[src/rtl/q2_16b_serial_sub_if.sv]
// Start/done handshake and operand/result bundle for the nibble-serial subtractor.
interface q2_16b_serial_sub_if;
  logic        start;
  logic [15:0] a;
  logic [15:0] b;
  logic        Bin;
  logic [15:0] diff;
  logic        Bout;
  logic        overflow;
  logic        zero;
  logic        busy;
  logic        done;

  modport master (output start, a, b, Bin,
                  input  diff, Bout, overflow, zero, busy, done);
  modport slave  (input  start, a, b, Bin,
                  output diff, Bout, overflow, zero, busy, done);
endinterface

[src/rtl/q2_16b_serial_sub.sv]
// Nibble-serial 16-bit subtractor: a - b - Bin, one 4-bit slice per clock with a
// registered borrow; results only update on entry to DONE.
module q2_16b_serial_sub (
  input  logic            clk,
  input  logic            rst,
  q2_16b_serial_sub_if.slave bus
);
  typedef enum logic [1:0] {IDLE, RUN, DONE} state_t;

  state_t      state, state_nxt;
  logic [15:0] a_q, b_q, acc, acc_mrg;
  logic [1:0]  cnt;
  logic        br, br_nxt;
  logic [3:0]  d;
  logic [15:0] diff_q;
  logic        bout_q, ovf_q, zero_q, busy_q, done_q;

  // Single shared 4-bit slice; the counter picks which nibble it works on.
  always_comb begin
    logic [4:0] s;
    s = {1'b0, a_q[cnt*4 +: 4]} - {1'b0, b_q[cnt*4 +: 4]} - {4'b0, br};
    d       = s[3:0];
    br_nxt  = s[4];
    acc_mrg = acc;
    acc_mrg[cnt*4 +: 4] = d;
  end

  always_comb begin
    state_nxt = state;
    case (state)
      IDLE:    if (bus.start) state_nxt = RUN;
      RUN:     if (cnt == 2'd3) state_nxt = DONE;
      DONE:    state_nxt = IDLE;
      default: state_nxt = IDLE;
    endcase
  end

  always_ff @(posedge clk) begin
    if (rst) begin
      state  <= IDLE;
      a_q    <= '0;
      b_q    <= '0;
      acc    <= '0;
      cnt    <= '0;
      br     <= 1'b0;
      diff_q <= '0;
      bout_q <= 1'b0;
      ovf_q  <= 1'b0;
      zero_q <= 1'b0;
      busy_q <= 1'b0;
      done_q <= 1'b0;
    end else begin
      state  <= state_nxt;
      busy_q <= (state_nxt != IDLE);
      done_q <= 1'b0;
      case (state)
        IDLE: if (bus.start) begin
          a_q <= bus.a;
          b_q <= bus.b;
          br  <= bus.Bin;
          cnt <= '0;
        end
        RUN: begin
          acc <= acc_mrg;
          br  <= br_nxt;
          cnt <= cnt + 2'd1;
          if (cnt == 2'd3) begin
            diff_q <= acc_mrg;
            bout_q <= br_nxt;
            ovf_q  <= (a_q[15] != b_q[15]) && (acc_mrg[15] != a_q[15]);
            zero_q <= (acc_mrg == 16'h0000);
            done_q <= 1'b1;
          end
        end
        default: ;
      endcase
    end
  end

  assign bus.diff     = diff_q;
  assign bus.Bout     = bout_q;
  assign bus.overflow = ovf_q;
  assign bus.zero     = zero_q;
  assign bus.busy     = busy_q;
  assign bus.done     = done_q;
endmodule

[src/flat_wrapper.sv]
// flat-port wrapper written by rule: the top's interface ports become plain ports
module q2_16b_serial_sub_flat 
  (clk, rst, bus_start, bus_a, bus_b, bus_Bin, bus_diff, bus_Bout, bus_overflow, bus_zero, bus_busy, bus_done);
  q2_16b_serial_sub_if bus_i ();
  input  logic clk;
  input  logic rst;
  input wire logic [$bits(bus_i.start)-1:0] bus_start;
  input wire logic [$bits(bus_i.a)-1:0] bus_a;
  input wire logic [$bits(bus_i.b)-1:0] bus_b;
  input wire logic [$bits(bus_i.Bin)-1:0] bus_Bin;
  output wire logic [$bits(bus_i.diff)-1:0] bus_diff;
  output wire logic [$bits(bus_i.Bout)-1:0] bus_Bout;
  output wire logic [$bits(bus_i.overflow)-1:0] bus_overflow;
  output wire logic [$bits(bus_i.zero)-1:0] bus_zero;
  output wire logic [$bits(bus_i.busy)-1:0] bus_busy;
  output wire logic [$bits(bus_i.done)-1:0] bus_done;
  assign bus_i.start = bus_start;
  assign bus_i.a = bus_a;
  assign bus_i.b = bus_b;
  assign bus_i.Bin = bus_Bin;
  assign bus_diff = bus_i.diff;
  assign bus_Bout = bus_i.Bout;
  assign bus_overflow = bus_i.overflow;
  assign bus_zero = bus_i.zero;
  assign bus_busy = bus_i.busy;
  assign bus_done = bus_i.done;
  q2_16b_serial_sub u_core (.clk(clk), .rst(rst), .bus(bus_i));
endmodule
[config.mk]
export PLATFORM = sky130hd
export DESIGN_NAME = q2_16b_serial_sub_flat
export DESIGN_NICKNAME = d
export VERILOG_FILES = /design/src/rtl/q2_16b_serial_sub_if.sv /design/src/rtl/q2_16b_serial_sub.sv /design/src/flat_wrapper.sv
export SDC_FILE = /design/constraint.sdc
export NUM_CORES = 1
export LEC_CHECK = 0
export BUFFER_PORTS_ARGS = -buffer_cell sky130_fd_sc_hd__buf_2
export CORE_MARGIN = 2
export CORE_UTILIZATION = 50
export CTS_CLUSTER_SIZE = 40
export DETAILED_ROUTE_END_ITERATION = 16
export GPL_ROUTABILITY_DRIVEN = 0
export GPL_TIMING_DRIVEN = 1
export PLACE_DENSITY = 0.71
export SLEW_MARGIN = 10
export SYNTH_ARGS = -nofsm -noshare
export SYNTH_HDL_FRONTEND = slang
export SYNTH_SLANG_ARGS = --single-unit
[constraint.sdc]
create_clock -name clk -period 3.6 [get_ports clk]
set_clock_uncertainty 0.1 [all_clocks]
set_input_delay 0.36 -clock clk [delete_from_list [all_inputs] [get_ports clk]]
set_output_delay 0.36 -clock clk [all_outputs]
set_load 0.1 [all_outputs]
### After elaboration in Yosys (flattened, before gate mapping)

Index checks and enable logic that the tools add are counted.

* register bits after elaboration: 74
* input port bits: 36
* output and inout bits: 21
* word-level logic and storage cells: 44

* add/sub/neg operators: 4
* eq/ne operators: 5
* shift-type cells: 4
* muxes and demuxes: 9
* bitwise logic cells: 1
* reduce and logical (&&, ||, !) cells: 9

Operator list (number)
* negation 4 -> 34 bit: 1
* variable shift 4 x 34 -> 16 bit (first input constant): 1
* indexed part select 4 x 34 -> 16 bit: 1
* indexed part select 16 x 5 -> 4 bit: 2
* bitwise mux 16 bit: 1
* logical NOT 16 bit: 1
* one-hot mux 2 bit (2 select lines): 2
* two-way mux 2 bit: 3
* AND reduction 2 bit: 3
* subtractor 4 x 4 -> 5 bit: 1
* subtractor 5 x 1 -> 5 bit: 1
* nonzero test 2 bit: 2
* adder 2 x 1 -> 2 bit (second input constant): 1
* equality test 2 x 1 -> 1 bit (second input constant): 1
* equality test 2 bit (second input constant): 1
* logical NOT 2 bit: 1
* two-way mux 1 bit: 2
* inequality test 1 bit: 2
* inequality test 2 bit (second input constant): 1
* one-hot mux 1 bit (2 select lines): 1
* OR reduction 2 bit: 1
* logical AND 1 bit: 1
* inverter 1 bit: 1

### Longest topological paths before layout

Gate-level depths: netlist of run 1.

* depth after elaboration: 7
* gate-level depth with buffers: 13
* depth with buffers taken out: 10

### Worst setup path before layout of run 1

OpenSTA, ideal clock, no wires.

* path kind: reg-to-reg
* from: register u_core.cnt[0]
* to: register u_core.zero_q, in the netlist u_core.bus.zero
* setup time: 0.084 ns
* arrival: 3.596 ns
* required time: 3.416 ns
* setup slack: -0.180 ns
* stages on the path, launching flop included: 13
* path buffers: 3
* period minus slack after synthesis: 3.780 ns
* cells stage by stage: dfxtp_1 buf_2 buf_1 mux4_2 ha_1 inv_1 ha_1 or4b_1 a2bb2oi_1 and3_1 buf_6 a221o_1 o31ai_2

* cells in the longest elaborated chain, start to end: 6
* elaborated cells between the ends (all ways): 11
* classes of those cells: 3 x add/sub; 1 x eq/ne; 4 x shift; 1 x mux; 2 x reduce/logical

Ends and longest elaborated chain
* start, declared: RTL line q2_16b_serial_sub.sv:12 `logic [1:0] cnt;`
* start signal, assigned: RTL line q2_16b_serial_sub.sv:66 `cnt <= cnt + 2'd1;`
* indexed part select 16 x 5 -> 4 bit: RTL line q2_16b_serial_sub.sv:21 `s = {1'b0, a_q[cnt*4 +: 4]} - {1'b0, b_q[cnt*4 +: 4]} - {4'b0, br};`
* subtractor 4 x 4 -> 5 bit: RTL line q2_16b_serial_sub.sv:21
* subtractor 5 x 1 -> 5 bit: RTL line q2_16b_serial_sub.sv:21
* indexed part select 4 x 34 -> 16 bit: RTL line q2_16b_serial_sub.sv:25 `acc_mrg[cnt*4 +: 4] = d;`
* bitwise mux 16 bit: RTL line q2_16b_serial_sub.sv:25
* logical NOT 16 bit: RTL line q2_16b_serial_sub.sv:71 `zero_q <= (acc_mrg == 16'h0000);`
* end signal, assigned: RTL line q2_16b_serial_sub.sv:71
* end, declared: RTL line q2_16b_serial_sub.sv:16 `logic bout_q, ovf_q, zero_q, busy_q, done_q;`

Several ways; a longest one is shown, not always the timed one.
A chain may end at the register's enable or synchronous reset.

### Worst setup path in the final report of run 1

Ends and elaborated chain as after synthesis.

==> results of run 1 <==
-- cell families (layout without fill, tap and decap cells) --
family | Yosys count | after routing
xor gates and xnor gates | 2 | 2
muxes | 13 | 13
DFF | 74 | 74
adders and majority gates | 12 | 12
buffers and inverters | 42 | 92
AOI/OAI and AO/OA | 102 | 102
and+or+nand+nor | 149 | 149
-- routing by layer --
metal	vias to the layer above	routed length (um)	GRT usage, %
met3	14	336	5.24
met2	73	3640	36.0
li1	1473	-	-
met5	-	0	0
met4	0	127	8.38
met1	1335	3400	28.2
-- report_power, final --
| part | internal, mW | leakage [nW] | switching, mW |
|---|---|---|---|
| logic | 0.128 | 0.894 | 0.189 |
| clock network | 0.382 | 0.105 | 0.308 |
| registers | 0.856 | 0.605 | 0.0256 |
-- worst min path at each step --
stage | from | end | slack, ns | cells past startpoint
3_5_place_dp | u_core.a_q[12] | u_core.a_q[12] | 0.35 | 2
5_1_grt | bus_a[15] | u_core.a_q[15] | 0.13 | 3
6_report | bus_a[2] | u_core.a_q[2] | 0.13 | 3
4_1_cts | bus_a[2] | u_core.a_q[2] | 0.13 | 3
2_1_floorplan | u_core.a_q[9] | u_core.a_q[9] | 0.33 | 2
3_3_place_gp | u_core.b_q[12] | u_core.b_q[12] | 0.34 | 2
-- critical path, cell delays in order (launching register included) --
cell and delay [ns]:
dfxtp_2 0.47, mux4_2 0.56, ha_1 0.30, inv_1 0.04
ha_1 0.36, or4b_1 0.55, a2bb2oi_1 0.17, o2111ai_1 0.10
or4b_1 0.47, o31ai_2 0.18
-- state kept, by name, summed over array words and instances, names as in the netlist --
register             flops
u_core.acc              16
u_core.bus.zero          1
u_core.b_q              16
u_core.bus.done          1
u_core.bus.busy          1
u_core.a_q              16
u_core.cnt               2
u_core.bus.overflow      1
u_core.bus.diff         16
u_core.bus.Bout          1
u_core.br                1
u_core.state             2
-- stage by stage --
| step | cells | cell area, um^2 | worst slack (ns) |
|---|---|---|---|
| after floorplan | 394 | 3420 | 0.0108 |
| after global placement | 509 | 3730 | 0.267 |
| after detailed placement | 509 | 3730 | 0.139 |
| after CTS | 524 | 3940 | 0.0502 |
| after global routing | 524 | 3940 | 0.0104 |
| final | 524 | 3940 | 0.217 |
-- area by class of cell --
class                           count  area, um^2
Clock buffer                        9         124
Multi-Input combinational cell    278        1770
Fill cell                         611        2780
Clock inverter                      6        82.6
Sequential cell                    74        1480
Timing Repair Buffer               63         333
Inverter                           14        52.6
Tap cell                           80         100
-- synth_stat cells, types with 2 or more instances --
master	count
mux2_2	2
nand3_1	2
a22oi_1	6
and2_1	2
a211oi_1	28
buf_6	2
o211ai_1	2
inv_1	14
dfxtp_1	74
a41oi_1	2
a32oi_1	3
nor2_1	41
fa_1	2
xnor2_1	2
nor4b_1	3
nor3_1	2
mux4_2	7
clkbuf_1	23
or4b_1	2
o21bai_1	2
o21a_1	2
mux2i_1	3
and3_1	2
a21oi_1	43
o21ai_0	3
nor2b_1	12
buf_2	2
ha_1	10
nand2_1	74
-- cell usage in the layout, fill, tap and decap left out, types with 3 or more instances in the layout --
master	Yosys	final
nand2_1	74	74
dfxtp_1	74	73
mux4_2	7	7
a32oi_1	3	3
buf_2	2	56
nor2b_1	12	11
a22oi_1	6	6
a21oi_1	43	43
mux2i_1	3	3
ha_1	10	10
nor2_1	41	41
clkbuf_8	0	9
inv_1	14	14
nor4b_1	3	3
o21ai_0	3	3
clkinv_2	0	3
buf_4	0	7
a211oi_1	28	28
==> key figures, run 1 <==
Critical path
  – R2R Path Start: u_core.cnt[0]
  – RR Endpoint: u_core.bus.zero
  – Worst Path Max Fanout: 8
  – CP startpoint kind: flip-flop
  – Crit path capture type: flip-flop
  – Critical path type: reg -> reg
  – Data arrival, critical path: 3.56 ns
  – Worst R2R Setup Slack: 0.22 ns
  – Crit path from: u_core.cnt[0]
  – Reg2reg path depth: 9
  – Crit path to: u_core.bus.zero
  – Worst Path Required: 3.78 ns

Timing
  – Fin crit share: 94.0%
  – RSZ-0062 raised after global routing: no
  – Fin. max-slew vios: 0
  – Fin Hold WS: 0.132 ns
  – Worst slew pin tran: 1.03 ns
  – FMAX: 0.296 GHz
  – Slew margin rel.: 30.9%
  – Final Critical Period: 3.38 ns
  – Final hold vios: 0
  – Fin Setup TNS: 0 ns
  – Final setup vio count: 0

Yosys
  – Post-synth top area share: 43.3%
  – Register area share after synthesis: 43.3%
  – Post-synthesis mux area share: 6.81%
  – Largest family of logic cells by synthesized area: simple AND/OR/NAND/NOR gates
  – Adder-cell share of the synthesized area: 4.83%
  – Synth Area per Inst: 8.68 um^2
  – Synth area leaders: dfxtp_1 (43%), nand2_1 (8.1%), a21oi_1 (6.3%)
  – Synth Area in Simple Gates: 19.8%
  – Leading area contributor after synthesis: dfxtp_1
  – Xor/xnor share of the synthesized area: 0.512%
  – Mapped Cells: 394
  – Synth Flop Type: dfxtp_1
  – Post-Syn Area: 3420 um^2
  – Post-synth EDFFs: 0
  – Post-synth ARST share: 0%
  – Cell variety after synth: 51
  – Yosys reg bits: 74
  – Compound-Gate Fraction of Synth Area: 19.6%
  – Post-synth net total: 442
  – Count of warnings emitted by yosys: 0

Power
  – Final total power: 1.89 mW
  – Cell Pwr Density: 480 nW/um^2
  – LEAKAGE: 1.60 nW
  – Worst vdd ir: 255 uV

Route
  – DRC viols: 0
  – DR WL/cell: 14.3 um
  – DRT Wirelength: 7500 um
  – Via count: 2,895
  – DR pass1 iterations: 4
  – Antenna viol nets, final: 0
  – Via density: 5.52
  – 1st-iter DRT viols: 180

Global routing
  – Largest net degree at the start of global routing: 40
  – GR Util All Layers: 22.0%
  – Remaining global-route overflow: 0
  – Initial antenna violation count: 0
  – Vias in the first global route: 2,784
  – First-pass GRT wire length: 12,900 um

Placed design
  – IO buf count: 56
  – Post-DP HPWL: 5310 um

CTS
  – Clock root cell: clkbuf_8
  – TritonCTS buffer count: 9
  – CTS tree: built
  – Setup bufs post-CTS: 0
  – H-tree depth: 3
  – Number of gates resized after cts: 0
  – Clock Path Buffers: 2
  – Sink Count: 74
  – Reg clk slew, reported paths: 0.08 ns
  – Clock latency on the worst-skew pair: 0.36 ns
  – Hold buffer count at CTS: 0

Floorplan
  – Num ports: 57
  – Die area: 7520 um^2
  – Number of cell rows: 30
  – Starting density of the core: 50.9%
  – Core Region: 6720 um^2
  – Die W: 86.7 um
  – DIE HEIGHT: 86.7 um

Final layout
  – Proportion of layout cells with a drive suffix above 1: 20.9%
  – Post-layout net count: 488
  – Final core occ: 58.6%
  – Number of antenna diodes: 0
  – Area growth syn-to-layout: 15.2%

Hold path
  – Hold crit path type: in -> reg

Outcome
  – Outcome: completed

Job
  – Total of max-cap violations: 0
Note: power is estimated with default switching activity, not from simulation.
==> run 2, diff against run 1 <==
--- a/config.mk
+++ b/config.mk
@@ -7,2 +7,3 @@
 export LEC_CHECK = 0
+export ABC_AREA = 1
 export BUFFER_PORTS_ARGS = -buffer_cell sky130_fd_sc_hd__buf_2
==> constraint.sdc (replaced) <==
create_clock -name clk -period 3.6 [get_ports clk]
set_clock_uncertainty 0.1 [all_clocks]
set_input_delay 0.54 -clock clk [delete_from_list [all_inputs] [get_ports clk]]
set_output_delay 0.54 -clock clk [all_outputs]
set_load 0.1 [all_outputs]
==> key figures, run 2 <==
Outcome
  – Outcome: completed (unchanged)

Critical path
  – Data arrival, critical path: 3.35 ns (was 3.56 ns)
  – Slowest cell on crit path: dfxtp_1 (was mux4_2)
  – Reg2reg path depth: 15 (was 9)
  – Delay-heaviest family, CP: adder cells (was simple AND/OR/NAND/NOR gates)
  – Worst Path Required: 3.72 ns (was 3.78 ns)
  – Worst Path Max Fanout: 14 (was 8)
  – Worst path bufs/invs: 2 (was 1)
  – Crit path top cell by count: nor2_1
  – R2R Path Start: u_core.cnt[1] (was u_core.cnt[0])
  – Crit path capture type: flip-flop (unchanged)
  – Cell Chain, Critical Path: inv_1 > a32o_1 > fa_1 > inv_1 > fa_1 > nor2_1 > nand2_1 > o22ai_1 > nor2_1 > nand3_1 > nor2_1 > nand2_1 > nor2_1 > nand3_1 > a21oi_1 (was mux4_2 > ha_1 > inv_1 > ha_1 > or4b_1 > a2bb2oi_1 > o2111ai_1 > or4b_1 > o31ai_2)
  – Critical path type: reg -> reg (unchanged)
  – RR Endpoint: u_core.bus.zero (unchanged)
  – Worst path max stage delay: 0.51 ns (was 0.56 ns)
  – Worst R2R Setup Slack: 0.38 ns (was 0.22 ns)
  – CP startpoint kind: flip-flop (unchanged)

Route
  – 1st-iter DRT viols: 290 (was 180)
  – DR pass1 iterations: 6 (was 4)
  – Via count: 3,189 (was 2,895)
  – DRT Wirelength: 8000 um (was 7500 um)
  – DRC viols: 0 (unchanged)
  – Via density: 5.24 (was 5.52)
  – Antenna viol nets, final: 0 (unchanged)
  – DR WL/cell: 13.1 um (was 14.3 um)

CTS
  – Number of gates resized after cts: 0 (unchanged)
  – Reg clk slew, reported paths: 0.08 ns (about the same)
  – Hold buffer count at CTS: 0 (unchanged)
  – Clock Path Buffers: 2 (unchanged)
  – Clock root cell: clkbuf_8 (unchanged)
  – TritonCTS buffer count: 9 (unchanged)
  – Setup bufs post-CTS: 0 (unchanged)
  – H-tree depth: 3 (unchanged)
  – Clock latency on the worst-skew pair: 0.35 ns (was 0.36 ns)
  – CTS tree: built (unchanged)
  – Sink Count: 74 (unchanged)

Timing
  – RSZ-0062 raised after global routing: no (unchanged)
  – Crit path setup slack, layout: 0.376 ns (was 0.217 ns)
  – Fin crit share: 89.6% (was 94.0%)
  – Fin Hold WS: 0.342 ns (was 0.132 ns)
  – Fin Setup TNS: 0 ns (unchanged)
  – FMAX: 0.310 GHz (was 0.296 GHz)
  – Worst slew pin tran: 0.573 ns (was 1.03 ns)
  – Fin. max-slew vios: 0 (unchanged)
  – Final Critical Period: 3.22 ns (was 3.38 ns)
  – Final setup vio count: 0 (unchanged)
  – Final hold vios: 0 (unchanged)
  – Slew margin rel.: 61.7% (was 30.9%)

Placed design
  – Worst slack, placed: 0.469 ns (was 0.139 ns)
  – IO buf count: 56 (unchanged)
  – Post-DP Area: 3700 um^2 (was 3730 um^2)
  – Post-DP HPWL: 5710 um (was 5310 um)

Power
  – Worst vdd ir: 244 uV (was 255 uV)
  – LEAKAGE: 1.92 nW (was 1.60 nW)
  – Cell Pwr Density: 502 nW/um^2 (was 480 nW/um^2)

Final layout
  – Number of antenna diodes: 0 (unchanged)
  – Commonest non-fill, non-tap cell in the layout: nor2_1 (was nand2_1)
  – Area growth syn-to-layout: 15.7% (was 15.2%)
  – Register area: 1480 um^2 (about the same)
  – Fin area: 3900 um^2 (was 3940 um^2)
  – Multi-input gate area: 1580 um^2 (was 1770 um^2)
  – Post-layout net count: 575 (was 488)
  – Proportion of layout cells with a drive suffix above 1: 15.6% (was 20.9%)
  – Filler cell count: 623 (was 611)
  – Most frequent cells in the layout: nor2_1 (98), nand2_1 (74), dfxtp_1 (74) (was nand2_1 (74), dfxtp_1 (73), buf_2 (56))
  – Final core occ: 60.7% (was 58.6%)

Yosys
  – Leading area contributor after synthesis: dfxtp_1 (unchanged)
  – Post-synth ARST share: 0% (unchanged)
  – Synth area leaders: dfxtp_1 (44%), nor2_1 (11%), o21ai_0 (9.2%) (was dfxtp_1 (43%), nand2_1 (8.1%), a21oi_1 (6.3%))
  – Yosys reg bits: 74 (unchanged)
  – Cell variety after synth: 30 (was 51)
  – Register area share after synthesis: 43.9% (was 43.3%)
  – Mapped Cells: 477 (was 394)
  – Post-synth EDFFs: 0 (unchanged)
  – Most numerous cell in the Yosys netlist: nor2_1
  – Post-synth net total: 525 (was 442)
  – Synth Area per Inst: 7.07 um^2 (was 8.68 um^2)
  – Post-Syn Area: 3370 um^2 (was 3420 um^2)
  – Most common library cells after synthesis: nor2_1 (98), dfxtp_1 (74), nand2_1 (74), o21ai_0 (62), inv_1 (51) (was dfxtp_1 (74), nand2_1 (74), a21oi_1 (43), nor2_1 (41), a211oi_1 (28))
  – Count of warnings emitted by yosys: 0 (unchanged)
  – Post-synth top area share: 43.9% (was 43.3%)
  – Synth Flop Type: dfxtp_1 (unchanged)

Floorplan
  – Starting density of the core: 52.5% (was 50.9%)
  – DIE HEIGHT: 86.1 um (was 86.7 um)
  – Die area: 7420 um^2 (was 7520 um^2)
  – Num ports: 57 (unchanged)
  – Die W: 86.1 um (was 86.7 um)
  – Core Region: 6420 um^2 (was 6720 um^2)
  – Number of cell rows: 29 (was 30)

Global routing
  – First-pass GRT wire length: 13,700 um (was 12,900 um)
  – Vias in the first global route: 2,886 (was 2,784)
  – Largest net degree at the start of global routing: 55 (was 40)
  – Remaining global-route overflow: 0 (unchanged)
  – GR Util All Layers: 23.3% (was 22.0%)
  – Initial antenna violation count: 0 (unchanged)

Hold path
  – Hold Path Depth: 3 (unchanged)
  – Hold Startpoint: bus_a[6] (was bus_a[2])
  – Min-Delay Endpoint: u_core.a_q[6] (was u_core.a_q[2])
  – Hold crit path type: in -> reg (unchanged)

Job
  – Total of max-cap violations: 0 (unchanged)
[run 2: how the worst max path moves through the flow]
| stage | endpoint | slack [ns] | start | depth (start not counted) |
|---|---|---|---|---|
| 2_1_floorplan | u_core.bus.zero | 0.50 | u_core.cnt[0] | 17 |
| 5_1_grt | u_core.bus.zero | 0.07 | u_core.cnt[1] | 18 |
| 4_1_cts | u_core.bus.zero | 0.43 | u_core.cnt[1] | 15 |
| 3_5_place_dp | u_core.bus.zero | 0.47 | u_core.cnt[1] | 17 |
| 6_report | u_core.bus.zero | 0.38 | u_core.cnt[1] | 15 |
| 3_3_place_gp | u_core.bus.zero | 0.56 | u_core.cnt[1] | 17 |
[run 2: metrics by stage]
| stage | power (mW) | std cells |
|---|---|---|
| 6_report | 1.96 | 609 |
| 5_1_grt | 2.07 | 609 |
| 4_1_cts | 1.96 | 609 |
| 3_5_place_dp | 1.31 | 593 |
| 3_3_place_gp | 1.30 | 593 |
| 2_1_floorplan | 1.21 | 477 |
[run 2: metal layers]
| metal | wire length, um | track usage [%] | vias up | part of all wire (%) |
|---|---|---|---|---|
| met4 | 90 | 6.06 | 0 | 1.1 |
| li1 | - | - | 1636 | - |
| met5 | 0 | 0 | - | 0 |
| met1 | 3860 | 33.5 | 1429 | 48 |
| met3 | 458 | 5.00 | 16 | 5.7 |
| met2 | 3600 | 35.5 | 108 | 45 |
[run 2: cells by family after synthesis]
kind of cell               synth area share [%]
buffers and inverters                      9.09
AOI/OAI and AO/OA                          16.3
and+or+nand+nor                            25.3
DFF                                        43.9
xor gates and xnor gates                  0.520
adders and majority gates                  4.90
[run 2: layout make-up]
| type | count | area share [%] |
|---|---|---|
| tap | 77 | 2.47 |
| inverter | 56 | 5.39 |
| clock buffer | 11 | 3.88 |
| sequential | 74 | 38.0 |
| timing repair buffer | 62 | 8.34 |
| multi-input combinational | 324 | 40.6 |
| clock inverter | 5 | 1.35 |
[run 2: worst register-to-register path: stages, from the launching register on]
cell and delay (ns):
dfxtp_1 0.51, inv_1 0.28, a32o_1 0.35, fa_1 0.41, inv_1 0.09, fa_1 0.43
nor2_1 0.14, nand2_1 0.08, o22ai_1 0.22, nor2_1 0.10, nand3_1 0.12, nor2_1 0.05
nand2_1 0.05, nor2_1 0.04, nand3_1 0.08, a21oi_1 0.05
[run 2: power by group]
part | switching, mW | internal, mW
Sequential | 0.0296 | 0.871
Combinational | 0.263 | 0.139
Clock | 0.301 | 0.354
Total | 0.593 | 1.36
